--- src/rtl/bram2_port_sequencer_pkg.sv ---
// Definitions shared by the BRAM2 port sequencers and the BRAM2 arbiter.
package bram_pkg;

  typedef enum logic {
    OP_RD = 1'b0,
    OP_WR = 1'b1
  } bram_op_e;

  function automatic int bram_lat(input int pipelined);
    return (pipelined != 0) ? 2 : 1;
  endfunction

endpackage

--- src/rtl/bram2_port_sequencer_if.sv ---
// Request/response handshake bundle between a client and one BRAM2 port sequencer.
interface bram2_port_sequencer_if #(
  parameter int ADDR_WIDTH = 1,
  parameter int DATA_WIDTH = 1
) ();

  logic                  req_valid;
  logic                  req_ready;
  logic                  req_write;
  logic [ADDR_WIDTH-1:0] req_addr;
  logic [DATA_WIDTH-1:0] req_data;
  logic                  resp_valid;
  logic                  resp_ready;
  logic [DATA_WIDTH-1:0] resp_data;

  modport master (
    output req_valid, req_write, req_addr, req_data, resp_ready,
    input  req_ready, resp_valid, resp_data
  );

  modport slave (
    input  req_valid, req_write, req_addr, req_data, resp_ready,
    output req_ready, resp_valid, resp_data
  );

endinterface

--- src/rtl/bram2_port_sequencer_resp_fifo.sv ---
// First-word-fall-through response FIFO with wrap-bit pointers, plus its overflow checker.
module bram_resp_fifo #(
  parameter int DEPTH = 4,
  parameter int WIDTH = 1,
  localparam int AW = $clog2(DEPTH)
) (
  input  logic             clk_i,
  input  logic             rst_i,
  input  logic             push_i,
  input  logic [WIDTH-1:0] push_data_i,
  input  logic             pop_i,
  output logic [WIDTH-1:0] pop_data_o,
  output logic             empty_o,
  output logic             full_o,
  output logic [AW:0]      count_o
);

  logic [AW:0]      wr_q, wr_d;
  logic [AW:0]      rd_q, rd_d;
  logic [WIDTH-1:0] mem_q [DEPTH];
  logic             do_push_s;
  logic             do_pop_s;

  assign empty_o    = (wr_q == rd_q);
  assign full_o     = (wr_q[AW] != rd_q[AW]) && (wr_q[AW-1:0] == rd_q[AW-1:0]);
  assign count_o    = wr_q - rd_q;
  assign pop_data_o = mem_q[rd_q[AW-1:0]];
  assign do_push_s  = push_i & ~full_o;
  assign do_pop_s   = pop_i & ~empty_o;

  always_comb begin
    wr_d = wr_q;
    rd_d = rd_q;
    if (do_push_s) begin
      wr_d = wr_q + {{AW{1'b0}}, 1'b1};
    end else begin
      wr_d = wr_q;
    end
    if (do_pop_s) begin
      rd_d = rd_q + {{AW{1'b0}}, 1'b1};
    end else begin
      rd_d = rd_q;
    end
  end

  always_ff @(posedge clk_i or posedge rst_i) begin
    if (rst_i) begin
      wr_q <= {(AW+1){1'b0}};
      rd_q <= {(AW+1){1'b0}};
    end else begin
      wr_q <= wr_d;
      rd_q <= rd_d;
    end
  end

  // Storage carries no reset: contents are only visible through the pointers.
  always_ff @(posedge clk_i) begin
    if (do_push_s) begin
      mem_q[wr_q[AW-1:0]] <= push_data_i;
    end
  end

  bram_resp_fifo_chk u_chk (
    .clk_i  (clk_i),
    .rst_i  (rst_i),
    .push_i (push_i),
    .full_i (full_o)
  );

endmodule

module bram_resp_fifo_chk (
  input logic clk_i,
  input logic rst_i,
  input logic push_i,
  input logic full_i
);

  a_no_overflow: assert property (@(posedge clk_i) disable iff (rst_i) !(push_i && full_i));

endmodule

--- src/rtl/bram2_port_sequencer.sv ---
// Credit-protected request/response front end for one write-first BRAM2 port.
module bram2_port_sequencer
  import bram_pkg::*;
#(
  parameter int PIPELINED  = 0,
  parameter int ADDR_WIDTH = 1,
  parameter int DATA_WIDTH = 1,
  parameter int RESP_DEPTH = 4
) (
  input  logic                  clk_i,
  input  logic                  rst_i,
  bram2_port_sequencer_if.slave port_if,
  output logic                  bram_en_o,
  output logic                  bram_we_o,
  output logic [ADDR_WIDTH-1:0] bram_addr_o,
  output logic [DATA_WIDTH-1:0] bram_di_o,
  input  logic [DATA_WIDTH-1:0] bram_do_i,
  output logic                  busy_o
);

  localparam int LAT = bram_lat(PIPELINED);
  localparam int CW  = $clog2(RESP_DEPTH + 1);
  localparam int FAW = $clog2(RESP_DEPTH);
  localparam logic [CW-1:0] CREDITS = CW'(RESP_DEPTH);
  localparam logic [CW-1:0] ONE     = CW'(1);

  logic            rst_q;
  logic [CW-1:0]   out_q, out_d;
  logic [LAT-1:0]  vld_q, vld_d;
  bram_op_e        op_s;
  logic            fire_s;
  logic            rd_fire_s;
  logic            push_s;
  logic            pop_s;
  logic            fifo_empty_s;
  logic            fifo_full_s;
  logic [FAW:0]    fifo_count_s;

  // Ready comes from registered state only so it never loops through the requester.
  assign op_s              = bram_op_e'(port_if.req_write);
  assign port_if.req_ready = ~rst_q & (out_q < CREDITS);
  assign fire_s            = port_if.req_valid & port_if.req_ready;
  assign rd_fire_s         = fire_s & (op_s == OP_RD);

  assign bram_en_o   = fire_s;
  assign bram_we_o   = port_if.req_write;
  assign bram_addr_o = port_if.req_addr;
  assign bram_di_o   = port_if.req_data;

  assign push_s             = vld_q[LAT-1];
  assign pop_s              = port_if.resp_valid & port_if.resp_ready;
  assign port_if.resp_valid = ~fifo_empty_s;
  assign busy_o             = (out_q != {CW{1'b0}});

  // Latency pipe and credit counter next state.
  always_comb begin
    vld_d    = vld_q << 1;
    vld_d[0] = rd_fire_s;
    out_d    = out_q;
    if (rd_fire_s && !pop_s) begin
      out_d = out_q + ONE;
    end else if (!rd_fire_s && pop_s) begin
      out_d = out_q - ONE;
    end else begin
      out_d = out_q;
    end
  end

  // rst_q holds ready low for the first edge after reset release.
  always_ff @(posedge clk_i or posedge rst_i) begin
    if (rst_i) begin
      rst_q <= 1'b1;
      out_q <= {CW{1'b0}};
      vld_q <= {LAT{1'b0}};
    end else begin
      rst_q <= 1'b0;
      out_q <= out_d;
      vld_q <= vld_d;
    end
  end

  bram_resp_fifo #(
    .DEPTH (RESP_DEPTH),
    .WIDTH (DATA_WIDTH)
  ) u_fifo (
    .clk_i       (clk_i),
    .rst_i       (rst_i),
    .push_i      (push_s),
    .push_data_i (bram_do_i),
    .pop_i       (pop_s),
    .pop_data_o  (port_if.resp_data),
    .empty_o     (fifo_empty_s),
    .full_o      (fifo_full_s),
    .count_o     (fifo_count_s)
  );

  bram2_port_sequencer_chk #(
    .CW  (CW),
    .FW  (FAW + 1)
  ) u_chk (
    .clk_i        (clk_i),
    .rst_i        (rst_i),
    .outstanding_i(out_q),
    .credits_i    (CREDITS),
    .fifo_count_i (fifo_count_s),
    .fifo_full_i  (fifo_full_s)
  );

endmodule

module bram2_port_sequencer_chk #(
  parameter int CW = 1,
  parameter int FW = 1
) (
  input logic          clk_i,
  input logic          rst_i,
  input logic [CW-1:0] outstanding_i,
  input logic [CW-1:0] credits_i,
  input logic [FW-1:0] fifo_count_i,
  input logic          fifo_full_i
);

  a_count_le_credits: assert property (@(posedge clk_i) disable iff (rst_i)
    int'(fifo_count_i) <= int'(outstanding_i));
  a_full_no_inflight: assert property (@(posedge clk_i) disable iff (rst_i)
    fifo_full_i |-> (outstanding_i == credits_i));

endmodule

--- src/flat_wrapper.sv ---
// flat-port wrapper written by rule: the top's interface ports become plain ports
module bram2_port_sequencer_flat import bram_pkg::*;
#(
  parameter int PIPELINED  = 0,
  parameter int ADDR_WIDTH = 1,
  parameter int DATA_WIDTH = 1,
  parameter int RESP_DEPTH = 4
)
  (clk_i, rst_i, bram_en_o, bram_we_o, bram_addr_o, bram_di_o, bram_do_i, busy_o, port_if_req_valid, port_if_req_write, port_if_req_addr, port_if_req_data, port_if_resp_ready, port_if_req_ready, port_if_resp_valid, port_if_resp_data);
  bram2_port_sequencer_if #(.ADDR_WIDTH(ADDR_WIDTH), .DATA_WIDTH(DATA_WIDTH)) port_if_i ();
  input  logic clk_i;
  input  logic rst_i;
  output logic bram_en_o;
  output logic bram_we_o;
  output logic [ADDR_WIDTH-1:0] bram_addr_o;
  output logic [DATA_WIDTH-1:0] bram_di_o;
  input  logic [DATA_WIDTH-1:0] bram_do_i;
  output logic busy_o;
  input wire logic [$bits(port_if_i.req_valid)-1:0] port_if_req_valid;
  input wire logic [$bits(port_if_i.req_write)-1:0] port_if_req_write;
  input wire logic [$bits(port_if_i.req_addr)-1:0] port_if_req_addr;
  input wire logic [$bits(port_if_i.req_data)-1:0] port_if_req_data;
  input wire logic [$bits(port_if_i.resp_ready)-1:0] port_if_resp_ready;
  output wire logic [$bits(port_if_i.req_ready)-1:0] port_if_req_ready;
  output wire logic [$bits(port_if_i.resp_valid)-1:0] port_if_resp_valid;
  output wire logic [$bits(port_if_i.resp_data)-1:0] port_if_resp_data;
  assign port_if_i.req_valid = port_if_req_valid;
  assign port_if_i.req_write = port_if_req_write;
  assign port_if_i.req_addr = port_if_req_addr;
  assign port_if_i.req_data = port_if_req_data;
  assign port_if_i.resp_ready = port_if_resp_ready;
  assign port_if_req_ready = port_if_i.req_ready;
  assign port_if_resp_valid = port_if_i.resp_valid;
  assign port_if_resp_data = port_if_i.resp_data;
  bram2_port_sequencer #(.PIPELINED(PIPELINED), .ADDR_WIDTH(ADDR_WIDTH), .DATA_WIDTH(DATA_WIDTH), .RESP_DEPTH(RESP_DEPTH)) u_core (.clk_i(clk_i), .rst_i(rst_i), .port_if(port_if_i), .bram_en_o(bram_en_o), .bram_we_o(bram_we_o), .bram_addr_o(bram_addr_o), .bram_di_o(bram_di_o), .bram_do_i(bram_do_i), .busy_o(busy_o));
endmodule
--- config.mk ---
export PLATFORM = sky130hd
export DESIGN_NAME = bram2_port_sequencer_flat
export DESIGN_NICKNAME = d
export VERILOG_FILES = /design/src/rtl/bram2_port_sequencer_pkg.sv /design/src/rtl/bram2_port_sequencer_if.sv /design/src/rtl/bram2_port_sequencer_resp_fifo.sv /design/src/rtl/bram2_port_sequencer.sv /design/src/flat_wrapper.sv
export SDC_FILE = /design/constraint.sdc
export NUM_CORES = 1
export LEC_CHECK = 0
export BUFFER_PORTS_ARGS = -buffer_cell sky130_fd_sc_hd__buf_2
export CAP_MARGIN = 0
export CORE_MARGIN = 2
export CORE_UTILIZATION = 57
export DETAILED_ROUTE_END_ITERATION = 10
export HOLD_SLACK_MARGIN = 0.06
export MAX_ROUTING_LAYER = met4
export PLACE_DENSITY = 0.81
export SLEW_MARGIN = 20
export SYNTH_ARGS = -nofsm -noshare
export SYNTH_HDL_FRONTEND = slang
export SYNTH_SLANG_ARGS = --single-unit
--- constraint.sdc ---
create_clock -name clk_i -period 5.6 [get_ports clk_i]
set_input_delay 0.56 -clock clk_i [delete_from_list [all_inputs] [get_ports clk_i]]
set_output_delay 0.56 -clock clk_i [all_outputs]
set_load 0.05 [all_outputs]
[Word level (Yosys, flattened, before mapping)]
Memories as Yosys holds them, arrays and structs flattened.
Index checks and enable logic that the tools add are counted.
Cells by class
  add/sub/neg operators: 4
  order comparisons: 1
  equality and inequality tests: 3
  mux-type cells: 4
  bitwise gates (word level): 10
  reductions and logical operators: 7
Operator list (number)
  $add A3 B1 Y3 const B: 3
  $and A1 B1 Y1: 6
  $mux W3: 2
  $not A1 Y1: 4
  $eq A3 B3 Y1: 1
  $logic_and A1 B1 Y1: 3
  $lt A3 B3 Y1 const B: 1
  $reduce_bool A3 Y1: 1
  $sub A3 B1 Y3 const B: 1
  $eq A2 B2 Y1: 1
  $logic_not A1 Y1: 2
  $mux W1: 2
  $reduce_bool A2 Y1: 1
  $ne A1 B1 Y1: 1
Word-level totals
  register bits: 11
  memory bits (writable): 4
  bits of input ports: 8
  output and inout bits: 8
  logic and storage cells: 35
  memories kept: 1
Memory list
  u_core.u_fifo.mem_q: words 4, width 1, rd ports 1, clocked after memory_dff 0, wr ports 1, line bram2_port_sequencer_resp_fifo.sv:20  | logic [WIDTH-1:0] mem_q [DEPTH];

[Longest topological paths before layout]
Gate-level depths: netlist (run 1).
  depth after elaboration: 8
  mapped depth: 9
  mapped depth without buffers: 9

[Hierarchy]
Synthesis (run 1) repeated with hierarchy kept, for this count alone.
Second synthesis, totals
  cells, all modules: 75
  area total of the unflattened synthesis: 889.6 sq um
By module, submodules not included
  bram_resp_fifo: times used 1, cells an instance 50, area an instance 609.3 sq um, sequential area each 270.3 sq um
  bram2_port_sequencer: times used 1, cells an instance 25, area an instance 280.3 sq um, sequential area each 126.4 sq um

[Worst setup path before layout (run 1)]
No wires, ideal clock.
  kind: register to register
  start: reg u_core.out_q[2]
  end: reg u_core.out_q[2]
  library setup time: 79 ps
  data arrival time: 2822 ps
  required time: 5521 ps
  setup slack: 2699 ps
  cell stages (with the launch flop): 10
  path buffers: 0
  clock period less this slack: 2901 ps
  cell sequence: dfrtp_1 nor2_1 and2_1 nor2b_1 ha_1 inv_1 fa_1 xor2_1 nor2_1 xor2_1
Between the ends
  cells in the longest elaborated chain, start to end: 7
  elaborated cells on any way between the ends: 12
  those cells by class: 2 x add/sub; 1 x order compare; 2 x mux; 3 x bitwise; 4 x reduce/logical
RTL lines
  start, declared: line bram2_port_sequencer.sv:28  | logic [CW-1:0] out_q, out_d;
  start signal, assigned: line bram2_port_sequencer.sv:73  | out_q <= {CW{1'b0}};
  start signal, assigned: line bram2_port_sequencer.sv:77  | out_q <= out_d;
  $lt A3 B3 Y1 (*): line bram2_port_sequencer.sv:41  | assign port_if.req_ready = ~rst_q & (out_q < CREDITS);
  $and A1 B1 Y1 (*): line bram2_port_sequencer.sv:41
  net port_if_req_ready: line flat_wrapper.sv:24  | output wire logic [$bits(port_if_i.req_ready)-1:0] port_if_req_ready;
  $and A1 B1 Y1 (*): line bram2_port_sequencer.sv:42  | assign fire_s = port_if.req_valid & port_if.req_ready;
  net bram_en_o: line flat_wrapper.sv:13  | output logic bram_en_o;
  $and A1 B1 Y1 (*): line bram2_port_sequencer.sv:43  | assign rd_fire_s = fire_s & (op_s == OP_RD);
  net u_core.rd_fire_s: line bram2_port_sequencer.sv:32  | logic rd_fire_s;
  $logic_not A1 Y1: line bram2_port_sequencer.sv:62  | end else if (!rd_fire_s && pop_s) begin
  $logic_and A1 B1 Y1: line bram2_port_sequencer.sv:62
  $reduce_bool A2 Y1 (no source line)
Mark *: on every way through the listed nets, which the timed path passes. The rest lies on a longest branch. The select of a mux whose other input is x is not followed.
A chain may end at the register's enable or synchronous reset.

[Worst setup path in the final report (run 1)]
  start: reg u_core.u_fifo.rd_q[0]
  end: out port_if_resp_valid
Between the ends
  cells in the longest elaborated chain, start to end: 2
RTL lines
  start, declared: line bram2_port_sequencer_resp_fifo.sv:19  | logic [AW:0] rd_q, rd_d;
  start signal, assigned: line bram2_port_sequencer_resp_fifo.sv:49  | rd_q <= {(AW+1){1'b0}};
  start signal, assigned: line bram2_port_sequencer_resp_fifo.sv:52  | rd_q <= rd_d;
  $eq A3 B3 Y1: line bram2_port_sequencer_resp_fifo.sv:24  | assign empty_o = (wr_q == rd_q);
  $not A1 Y1: line bram2_port_sequencer.sv:52  | assign port_if.resp_valid = ~fifo_empty_s;
  end, declared: line flat_wrapper.sv:25  | output wire logic [$bits(port_if_i.resp_valid)-1:0] port_if_resp_valid;
Every way passes these cells.

==> flow_summary_export.csv, run 1 <==
group,metric,value,unit
final_layout,n_antenna_cell,0,
setup_path,reg2reg_depth,8,
die,num_io_pins,16,
setup_path,worstReg2RegStart,"u_core.u_fifo.rd_q[0]",
routing,drcViolationCount,0,
final_layout,final_cell_mix,"11 x buf_2, 10 x dfrtp_1, 6 x xor2_1, 6 x xnor2_1, 6 x ha_1",
sta,grt_setup_unrepaired,"no",
yosys,ys_types,28,
sta,worst_pin_slew,0.568,ns
power,power.density,554,mW/mm2
sta,fin_tns_setup,0,ns
routing,avgViaCountPerCell,5.41,
routing,vias,552,
setup_path,crit_arrival,1.62,ns
routing,drtIter0Drc,7,
grt,grt_start_max_net_pins,12,
die,die_area,0.00185,mm2
sta,relSlewSlack,61.9,%
die,start_util,59.0,%
grt,grt_pass1_vias,534,
clock_network,htreeDepth,1,
yosys,syn_nets,90,
yosys,yosysSeqAreaShare,45.7,%
clock_network,hold_buffers,0,
placement,portBuffers,11,
die,die_w,43.0,um
yosys,yosysWarnings,0,
setup_path,crit_chain,"xnor2_1 -> nand3_1 -> buf_2",
routing,dr.pass1.iters,4,
setup_path,cpPeakStageDelay,0.52,ns
clock_network,path_clk_slew,0.09,ns
final_layout,mostFrequentLayoutCell,"buf_2",
die,coreArea,0.00147,mm2
clock_network,cts_post_setup_buffers_inserted,0,
power,power_leakage,0.422,nW
grt,grt_usage,18.1,%
yosys,syn_area,868,um2
routing,wirelength,1.38,mm
sta,period_minus_slack,2.18,ns
final_layout,num-nets-final,102,
placement,routabilityCongestion,0.808,
clock_network,numCtsBuffers,3,
power,ir_worst_vdd,0.318,mV
clock_network,cts.repair.resized,0,
yosys,synth_edf_count,4,
sta,slew_violations,0,
setup_path,crit_type,"reg2out",
grt,grt_antenna_before_repair,0,
yosys,synth_cells,75,
sta,hold_viol_final,0,
routing,wl_per_cell,13.5,um
sta,hold_slack,0.248,ns
die,die_y,43.0,um
sta,finalSetupViolCount,0,
status,status,"complete, no violations",
placement,post_dp_cell_area,916,um2
clock_network,cts_tree,"built",
clock_network,clk_latency,0.29,ns
setup_path,startpoint,"u_core.u_fifo.rd_q[0]",
setup_path,crit_path_start_kind,"flop",
yosys,postSynthAreaPerCell,11.6,um2
clock_network,clock-root-buffer,"clkbuf_4",
yosys,synth_flop_cell,"dfrtp_1",
yosys,synthArstFlopShare,73.3,%
setup_path,cp-end-kind,"primary output",
routing,postRouteAntennaNets,0,
sta,finalCritPeriodShare,39.0,%
grt,grt_pass1_wl,2.30,mm
clock_network,cts_sinks,15,
clock_network,ctsLongestPathBuffers,2,
grt,grt_overflow_total,0,
setup_path,critPathRequiredTime,5.04,ns
run,drv_cap,0,
placement,dpl.hpwl,1.09,mm
sta,fmax,0.458,GHz
setup_path,slowest_stage,"xnor2_1",
sta,finClkSkew,0.00357,ns
final_layout,final_layout_size_suffix_gt1_share,22.1,%
die,rows,14,
final_layout,fin_area,942,um2
final_layout,synthToLayoutAreaGrowth,8.50,%
setup_path,crit_path_max_fanout,6,
yosys,ys_ff_latch,15,
min_path,min_path_type,"in2async",
-- flip-flops by register name, summed over array words and instances (netlist names) --
| signal | cells |
|---|---|
| u_core.u_fifo.rd_q | 3 |
| u_core.u_fifo.wr_q | 3 |
| u_core.out_q | 3 |
| u_core.push_s | 1 |
| u_core.u_fifo.mem_q | 4 |
| u_core.rst_q | 1 |
-- cell usage after synthesis, types with 2 or more instances --
master / n / area (um2)
nand2b_1: 2 / 12.5
nor2_1: 2 / 7.51
buf_4: 3 / 22.5
nand2_1: 3 / 11.3
a211oi_1: 2 / 15.0
xnor2_1: 6 / 52.6
o31ai_1: 2 / 15.0
a21oi_1: 4 / 20.0
dfrtp_1: 10 / 250
nand3_1: 3 / 15.0
inv_1: 5 / 18.8
and2_1: 4 / 25.0
ha_1: 6 / 75.1
edfxtp_1: 4 / 120
xor2_1: 6 / 52.6
-- critical path, delay by kind of cell (launching register included) --
| kind | cells | cell delay (ns) |
|---|---|---|
| flip-flops | 1 | 0.47 |
| buffers and inverters | 1 | 0.24 |
| XOR/XNOR | 1 | 0.52 |
| AND/OR/NAND/NOR | 1 | 0.11 |
-- final timing paths --
check / end / slack [ns]
worst min register to register: u_core.out_q[2] / 0.51
worst max-delay path: port_if_resp_valid / 3.42
worst min-delay path: u_core.out_q[2] / 0.25
worst max register to register: u_core.out_q[2] / 3.43
max in group asynchronous: u_core.rst_q / 5.02
min in group clk_i: u_core.push_s / 0.44
-- power breakdown --
group	internal, mW	switching (mW)
Combinational	0.101	0.169
Clock	0.0277	0.0342
Sequential	0.145	0.0450
-- kinds of logic after synthesis --
kind of cell	synth area share, %
buf+inv	5.33
compound gates	10.8
other cells	0.432
simple gates	10.4
flops	45.7
xor+xnor	12.1
fa+ha+maj	11.0
mux	4.32
-- area by class of cell --
class                   instances  area [um2]
clock buffers                   4        26.3
inverters                       5        18.8
flip-flops and latches         15         397
fillers                       125         529
repair buffers                 11        55.1
well taps                      16        20.0
multi-input cells              51         425
-- through the flow --
stage | setup slack, ns | util, % | total power, mW | cells
final | 3.42 | 64.0 | 0.522 | 102
after global routing | 3.27 | 64.0 | 0.558 | 102
after CTS | 3.42 | 64.0 | 0.525 | 102
after detailed placement | 3.42 | 62.2 | 0.463 | 98
after global placement | 3.49 | 62.2 | 0.452 | 98
after floorplan | 2.70 | - | 0.410 | 75
-- layer usage --
metal | vias up | part of all wire, % | track usage [%]
met4 | 0 | 2.8 | 9.09
li1 | 274 | - | -
met2 | 18 | 44 | 28.2
met5 | - | 0 | -
met3 | 5 | 6.3 | 2.55
met1 | 255 | 47 | 23.2
(Power assumes the default switching activity.)
==> inputs of run 2 (changes only) <==
--- a/config.mk
+++ b/config.mk
@@ -5,14 +5,15 @@
 export SDC_FILE = /design/constraint.sdc
 export NUM_CORES = 1
 export LEC_CHECK = 0
+export ABC_AREA = 1
 export BUFFER_PORTS_ARGS = -buffer_cell sky130_fd_sc_hd__buf_2
 export CAP_MARGIN = 0
 export CORE_MARGIN = 2
-export CORE_UTILIZATION = 57
+export CORE_UTILIZATION = 48
 export DETAILED_ROUTE_END_ITERATION = 10
 export HOLD_SLACK_MARGIN = 0.06
 export MAX_ROUTING_LAYER = met4
-export PLACE_DENSITY = 0.81
+export PLACE_DENSITY = 0.73
 export SLEW_MARGIN = 20
 export SYNTH_ARGS = -nofsm -noshare
 export SYNTH_HDL_FRONTEND = slang
==> constraint.sdc (replaced) <==
create_clock -name clk_i -period 1.8 [get_ports clk_i]
set_input_delay 0.18 -clock clk_i [delete_from_list [all_inputs] [get_ports clk_i]]
set_output_delay 0.18 -clock clk_i [all_outputs]
set_load 0.05 [all_outputs]
==> flow_summary_export.csv, run 2 <==
group,metric,value,unit
status,status,"complete, no violations",
setup_path,crit_buf_inv,2,
placement,pre_cts_ws,-0.0258,ns
die,die_y,46.9,um
placement,post_dp_cell_area,0.00104,mm2
yosys,syn_area,882,um2
placement,dp_cells,139,
yosys,yosysSeqAreaShare,45.0,%
yosys,yosysWarnings,0,
power,power.density,1740,mW/mm2
grt,grt_usage,20.4,%
routing,drcViolationCount,0,
die,die_area,0.00220,mm2
yosys,yosys-top-cells-area,"dfrtp_1 28%, edfxtp_1 14%, nand2_1 9.8%, ha_1 8.5%, inv_1 6.4%",
grt,grt_antenna_before_repair,0,
clock_network,cts_tree,"built",
clock_network,ctsLongestPathBuffers,2,
sta,slew_violations,0,
yosys,synth_cells,96,
power,pwr-share-clk,9.7,%
yosys,synth-xor-area-share,2.98,%
placement,portBuffers,11,
sta,hold_viol_final,0,
yosys,ys_ff_latch,15,
sta,finClkSkew,0.00144,ns
sta,fin_ws,0.0225,ns
routing,wl_per_cell,11.5,um
yosys,synth_top_area_share,28.4,%
grt,grt_pass1_vias,740,
yosys,yosys-mux-area-fraction,1.28,%
routing,avgViaCountPerCell,4.71,
final_layout,n_antenna_cell,0,
sta,finalCritPeriodShare,98.8,%
setup_path,cpPeakStageDelay,0.39,ns
yosys,post-synth-top-area-cell,"dfrtp_1",
grt,met2_usage,35.1,%
grt,grt.met3_usage,3.46,%
sta,grt_setup_unrepaired,"yes",
setup_path,crit_type,"reg2reg",
die,die_w,46.9,um
clock_network,cts_sinks,15,
routing,vias,730,
grt,grt_start_max_net_pins,12,
power,seq_power_share,28.1,%
die,num_io_pins,16,
grt,grt_pass1_wl,2.98,mm
final_layout,final_cell_mix,"21 x buf_4, 20 x nand2_1, 11 x buf_2",
placement,routabilityCongestion,0.836,
clock_network,clock-root-buffer,"clkbuf_4",
setup_path,crit_path_max_fanout,3,
yosys,synthTopCellsByCount,"23 x nand2_1, 15 x inv_1, 10 x dfrtp_1",
final_layout,largest_reg_flops,4,
power,power.switching,942,uW
yosys,ys_types,23,
power,switching_share,45.9,%
sta,fmax,0.563,GHz
min_path,min_from,"bram_do_i",
placement,dpl.hpwl,1.28,mm
yosys,synth_fa_ha_area_share,10.8,%
power,power_leakage,0.598,nW
setup_path,worstReg2RegStart,"u_core.rst_q",
die,rows,15,
run,drv_cap,0,
setup_path,slowest_stage,"dfstp_2",
yosys,postSynthAreaPerCell,9.19,um2
final_layout,final_layout_size_suffix_gt1_share,46.9,%
yosys,synth_flop_cell,"dfrtp_1",
power,power.internal,1.11,mW
yosys,synthArstFlopShare,73.3,%
yosys,synth_top_family_by_area,"simple AND/OR/NAND/NOR gates",
sta,period_minus_slack,1.78,ns
clock_network,htreeDepth,1,
yosys,syn_nets,111,
setup_path,crit_chain,"nor4_2 -> buf_4 -> ha_4 -> inv_2 -> fa_2 -> a21oi_2 -> o21ai_1 -> xor2_1",
setup_path,crit_path_start_kind,"flop",
final_layout,synthToLayoutAreaGrowth,34.0,%
routing,dr.pass1.iters,4,
yosys,yosysMostFrequentCell,"nand2_1",
final_layout,mostFrequentLayoutCell,"buf_4",
yosys,synth_edf_count,4,
setup_path,cp-end-kind,"flop",
final_layout,fin_area,0.00118,mm2
final_layout,num-nets-final,146,
routing,postRouteAntennaNets,0,
setup_path,crit_arrival,1.96,ns
die,start_util,51.1,%
final_layout,final_util,68.5,%
power,p_comb_share,62.2,%
grt,grt_use_met1,22.5,%
setup_path,critPathRequiredTime,1.98,ns
clock_network,numCtsBuffers,3,
clock_network,clk_latency,0.29,ns
setup_path,startpoint,"u_core.rst_q",
yosys,synth-simple-area-share,27.7,%
final_layout,final_cells,155,
sta,finalSetupViolCount,0,
die,coreArea,0.00173,mm2
routing,drtIter0Drc,7,
min_path,min_path_type,"in2reg",
grt,grt_overflow_total,0,
sta,hold_slack,0.108,ns
setup_path,cp_top_family,"adder cells",
power,ir_worst_vdd,1.07,mV
routing,wirelength,1.78,mm
final_layout,nFillCells,146,
yosys,synth_compound_area_share,2.98,%
grt,grt-busiest-layer,"met2",
clock_network,path_clk_slew,0.09,ns
==> run 2: logic make-up after synthesis <==
group | Yosys count
other | 1
multiplexers | 1
XOR/XNOR | 3
AND/OR/NAND/NOR | 46
flip-flops | 15
adder cells (fa/ha/maj) | 7
buffers and inverters | 18
AO/OA/AOI/OAI | 5
==> run 2: metrics by stage <==
stage / power, mW / setup TNS, ns
2_1_floorplan: 1.33 / -0.303
3_3_place_gp: 1.59 / 0
3_5_place_dp: 1.64 / -0.0459
4_1_cts: 1.92 / 0
5_1_grt: 2.20 / -0.0866
6_report: 2.05 / 0
==> run 2: final timing paths <==
path,to,slack (ns),cells past startpoint
worst min register to register,u_core.out_q[0],0.54,1
worst max-delay path,u_core.out_q[2],0.02,8
worst max register to register,u_core.out_q[2],0.02,8
max in group asynchronous,u_core.rst_q,1.07,3
worst min-delay path,u_core.u_fifo.mem_q[3],0.11,1
min in group asynchronous,u_core.u_fifo.rd_q[2],0.41,3
==> run 2: power groups by stage <==
| stage | Combinational, mW | Clock [mW] | Sequential (mW) |
|---|---|---|---|
| 6_report | 1.28 | 0.199 | 0.576 |
| 5_1_grt | 1.40 | 0.216 | 0.589 |
| 4_1_cts | 1.15 | 0.202 | 0.568 |
| 3_5_place_dp | 1.06 | 0 | 0.583 |
| 3_3_place_gp | 1.02 | 0 | 0.576 |
| 2_1_floorplan | 0.756 | 0 | 0.570 |
==> run 2: layout make-up <==
type	instances	area, um2	share of cell area (%)
clock buffers	4	26.3	2.22
repair buffers	33	223	18.8
inverters	15	56.3	4.76
flip-flops and latches	15	398	33.7
multi-input cells	63	448	37.9
well taps	25	31.3	2.65
==> run 2: per-layer routing <==
metal  vias to the layer above  share of wire (%)
met4                         0                1.3
met2                        15                 51
met1                       346                 45
met5                         -                  0
met3                         3                3.4
li1                        366                  -
==> run 2: repair_timing <==
item	4_1_cts	5_1_grt
pin swaps	2	1
resized for setup	2	9
hold buffers	1	0
setup endpoints to repair	2	2
hold endpoints to repair	10	0
buffers inserted	6	5
==> inputs of run 3 (changes only) <==
--- a/config.mk
+++ b/config.mk
@@ -10,6 +10,7 @@
 export CAP_MARGIN = 0
 export CORE_MARGIN = 2
 export CORE_UTILIZATION = 48
+export CTS_BUF_LIST = sky130_fd_sc_hd__clkbuf_16
 export DETAILED_ROUTE_END_ITERATION = 10
 export HOLD_SLACK_MARGIN = 0.06
 export MAX_ROUTING_LAYER = met4
@@ -18,3 +19,4 @@
 export SYNTH_ARGS = -nofsm -noshare
 export SYNTH_HDL_FRONTEND = slang
 export SYNTH_SLANG_ARGS = --single-unit
+export TNS_END_PERCENT = 1
==> flow_summary_export.csv, run 3 (same netlist as run 2, synthesis figures left out) <==
group,metric,value,unit
grt,grt_pass1_wl,2.97,mm
sta,finClkSkew,0.00420,ns
die,rows,15,
placement,routabilityCongestion,0.836,
die,die_y,46.9,um
routing,postRouteAntennaNets,0,
routing,vias,698,
setup_path,crit_type,"reg2reg",
setup_path,critPathRequiredTime,1.92,ns
run,drv_cap,0,
routing,wirelength,1.77,mm
final_layout,synthToLayoutAreaGrowth,34.3,%
sta,hold_slack,0.157,ns
power,ir_worst_vdd,0.931,mV
clock_network,htreeDepth,1,
routing,wl_per_cell,11.9,um
sta,fmax,0.550,GHz
routing,avgViaCountPerCell,4.68,
routing,drtIter0Drc,11,
final_layout,regArea,398,um2
sta,hold_viol_final,0,
final_layout,largest_reg_flops,4,
grt,grt_overflow_total,0,
sta,finalCritPeriodShare,101,%
routing,drcViolationCount,0,
final_layout,final_layout_size_suffix_gt1_share,43.5,%
final_layout,mostFrequentLayoutCell,"nand2_1",
power,power_leakage,0.596,nW
placement,portBuffers,11,
die,start_util,51.1,%
status,failed_checks,"setup timing",
final_layout,num-nets-final,140,
power,power.density,1850,mW/mm2
die,die_area,0.00220,mm2
grt,grt_pass1_vias,705,
setup_path,crit_arrival,1.94,ns
setup_path,cp-end-kind,"flop",
grt,grt_start_max_net_pins,12,
power,p_total,2.20,mW
min_path,min_path_type,"in2reg",
status,status,"finished, violations left",
grt,grt_usage,20.4,%
clock_network,cts_sinks,15,
routing,dr.pass1.iters,2,
setup_path,crit_path_max_fanout,4,
clock_network,numCtsBuffers,3,
die,num_io_pins,16,
placement,post_dp_cell_area,0.00104,mm2
final_layout,nFillCells,140,
clock_network,clock-root-buffer,"clkbuf_16",
die,die_w,46.9,um
die,coreArea,0.00173,mm2
setup_path,crit_path_start_kind,"flop",
sta,slew_violations,0,
sta,grt_setup_unrepaired,"yes",
sta,fin_ws,-0.0185,ns
final_layout,n_antenna_cell,0,
placement,pre_cts_ws,-0.0258,ns
final_layout,fin_area,0.00118,mm2
sta,period_minus_slack,1.82,ns
placement,dpl.hpwl,1.28,mm
final_layout,multi_input_area,443,um2
clock_network,clk_latency,0.24,ns
clock_network,ctsLongestPathBuffers,2,
clock_network,cts_tree,"built",
sta,finalSetupViolCount,2,
clock_network,path_clk_slew,0.05,ns
final_layout,final_cell_mix,"20 x nand2_1, 15 x buf_4, 11 x buf_2",
grt,grt_antenna_before_repair,0,
-- run 3: worst paths after layout --
check / from / end / slack (ns) / cells after the start
setup / recovery: u_core.u_fifo.wr_q[1] / u_core.out_q[2] / -0.02 / 11
hold / removal: bram_do_i / u_core.u_fifo.mem_q[3] / 0.16 / 1
setup reg to reg: u_core.u_fifo.wr_q[1] / u_core.out_q[2] / -0.02 / 11
hold reg to reg: u_core.out_q[0] / u_core.out_q[0] / 0.54 / 1
max in group asynchronous: rst_i / u_core.rst_q / 1.00 / 3
min in group asynchronous: rst_i / u_core.u_fifo.rd_q[2] / 0.47 / 3
-- run 3: final cells by class --
type                    instances  share of cell area (%)
clock buffers                   3                    6.34
clock inverters                 1                   0.317
inverters                      15                    4.75
multi-input cells              63                    37.4
flip-flops and latches         15                    33.6
well taps                      25                    2.64
repair buffers                 27                    15.0
-- run 3: power by group --
part           internal [mW]  leakage, nW  switching (mW)
sequential             0.463        0.170           0.126
clock                  0.294       0.0423           0.130
combinational          0.497        0.384           0.687
-- run 3: worst max-delay path, stage by stage, from the launching register on --
cell and delay (ns):
dfrtp_1 0.41, inv_2 0.09, nand2_2 0.06, nand2_2 0.08, nand3_4 0.09, nand2_4 0.09
ha_4 0.13, inv_2 0.03, fa_2 0.34, a21oi_2 0.12, o21ai_1 0.08, xor2_1 0.15
-- run 3: stage by stage --
step | TNS (ns) | cells | utilization [%]
floorplan | -0.303 | 96 | -
global placement | 0 | 139 | 60.0
detailed placement | -0.0459 | 139 | 60.0
CTS | 0 | 148 | 67.0
global route | -0.152 | 149 | 68.6
finish | -0.0307 | 149 | 68.6
-- run 3: repair_timing --
action                     4_1_cts  5_1_grt
resized for setup                2        7
buffers inserted                 4        1
pin swaps                        2        1
hold buffers                     1        0
hold endpoints to repair        10        0
setup endpoints to repair        2        2
-- run 3: routing by layer --
layer	vias up	track usage (%)	routed length [um]
met5	-	-	0
met4	0	10.0	36
met3	5	4.62	60
met2	15	33.7	901
met1	327	23.2	770
li1	351	-	-
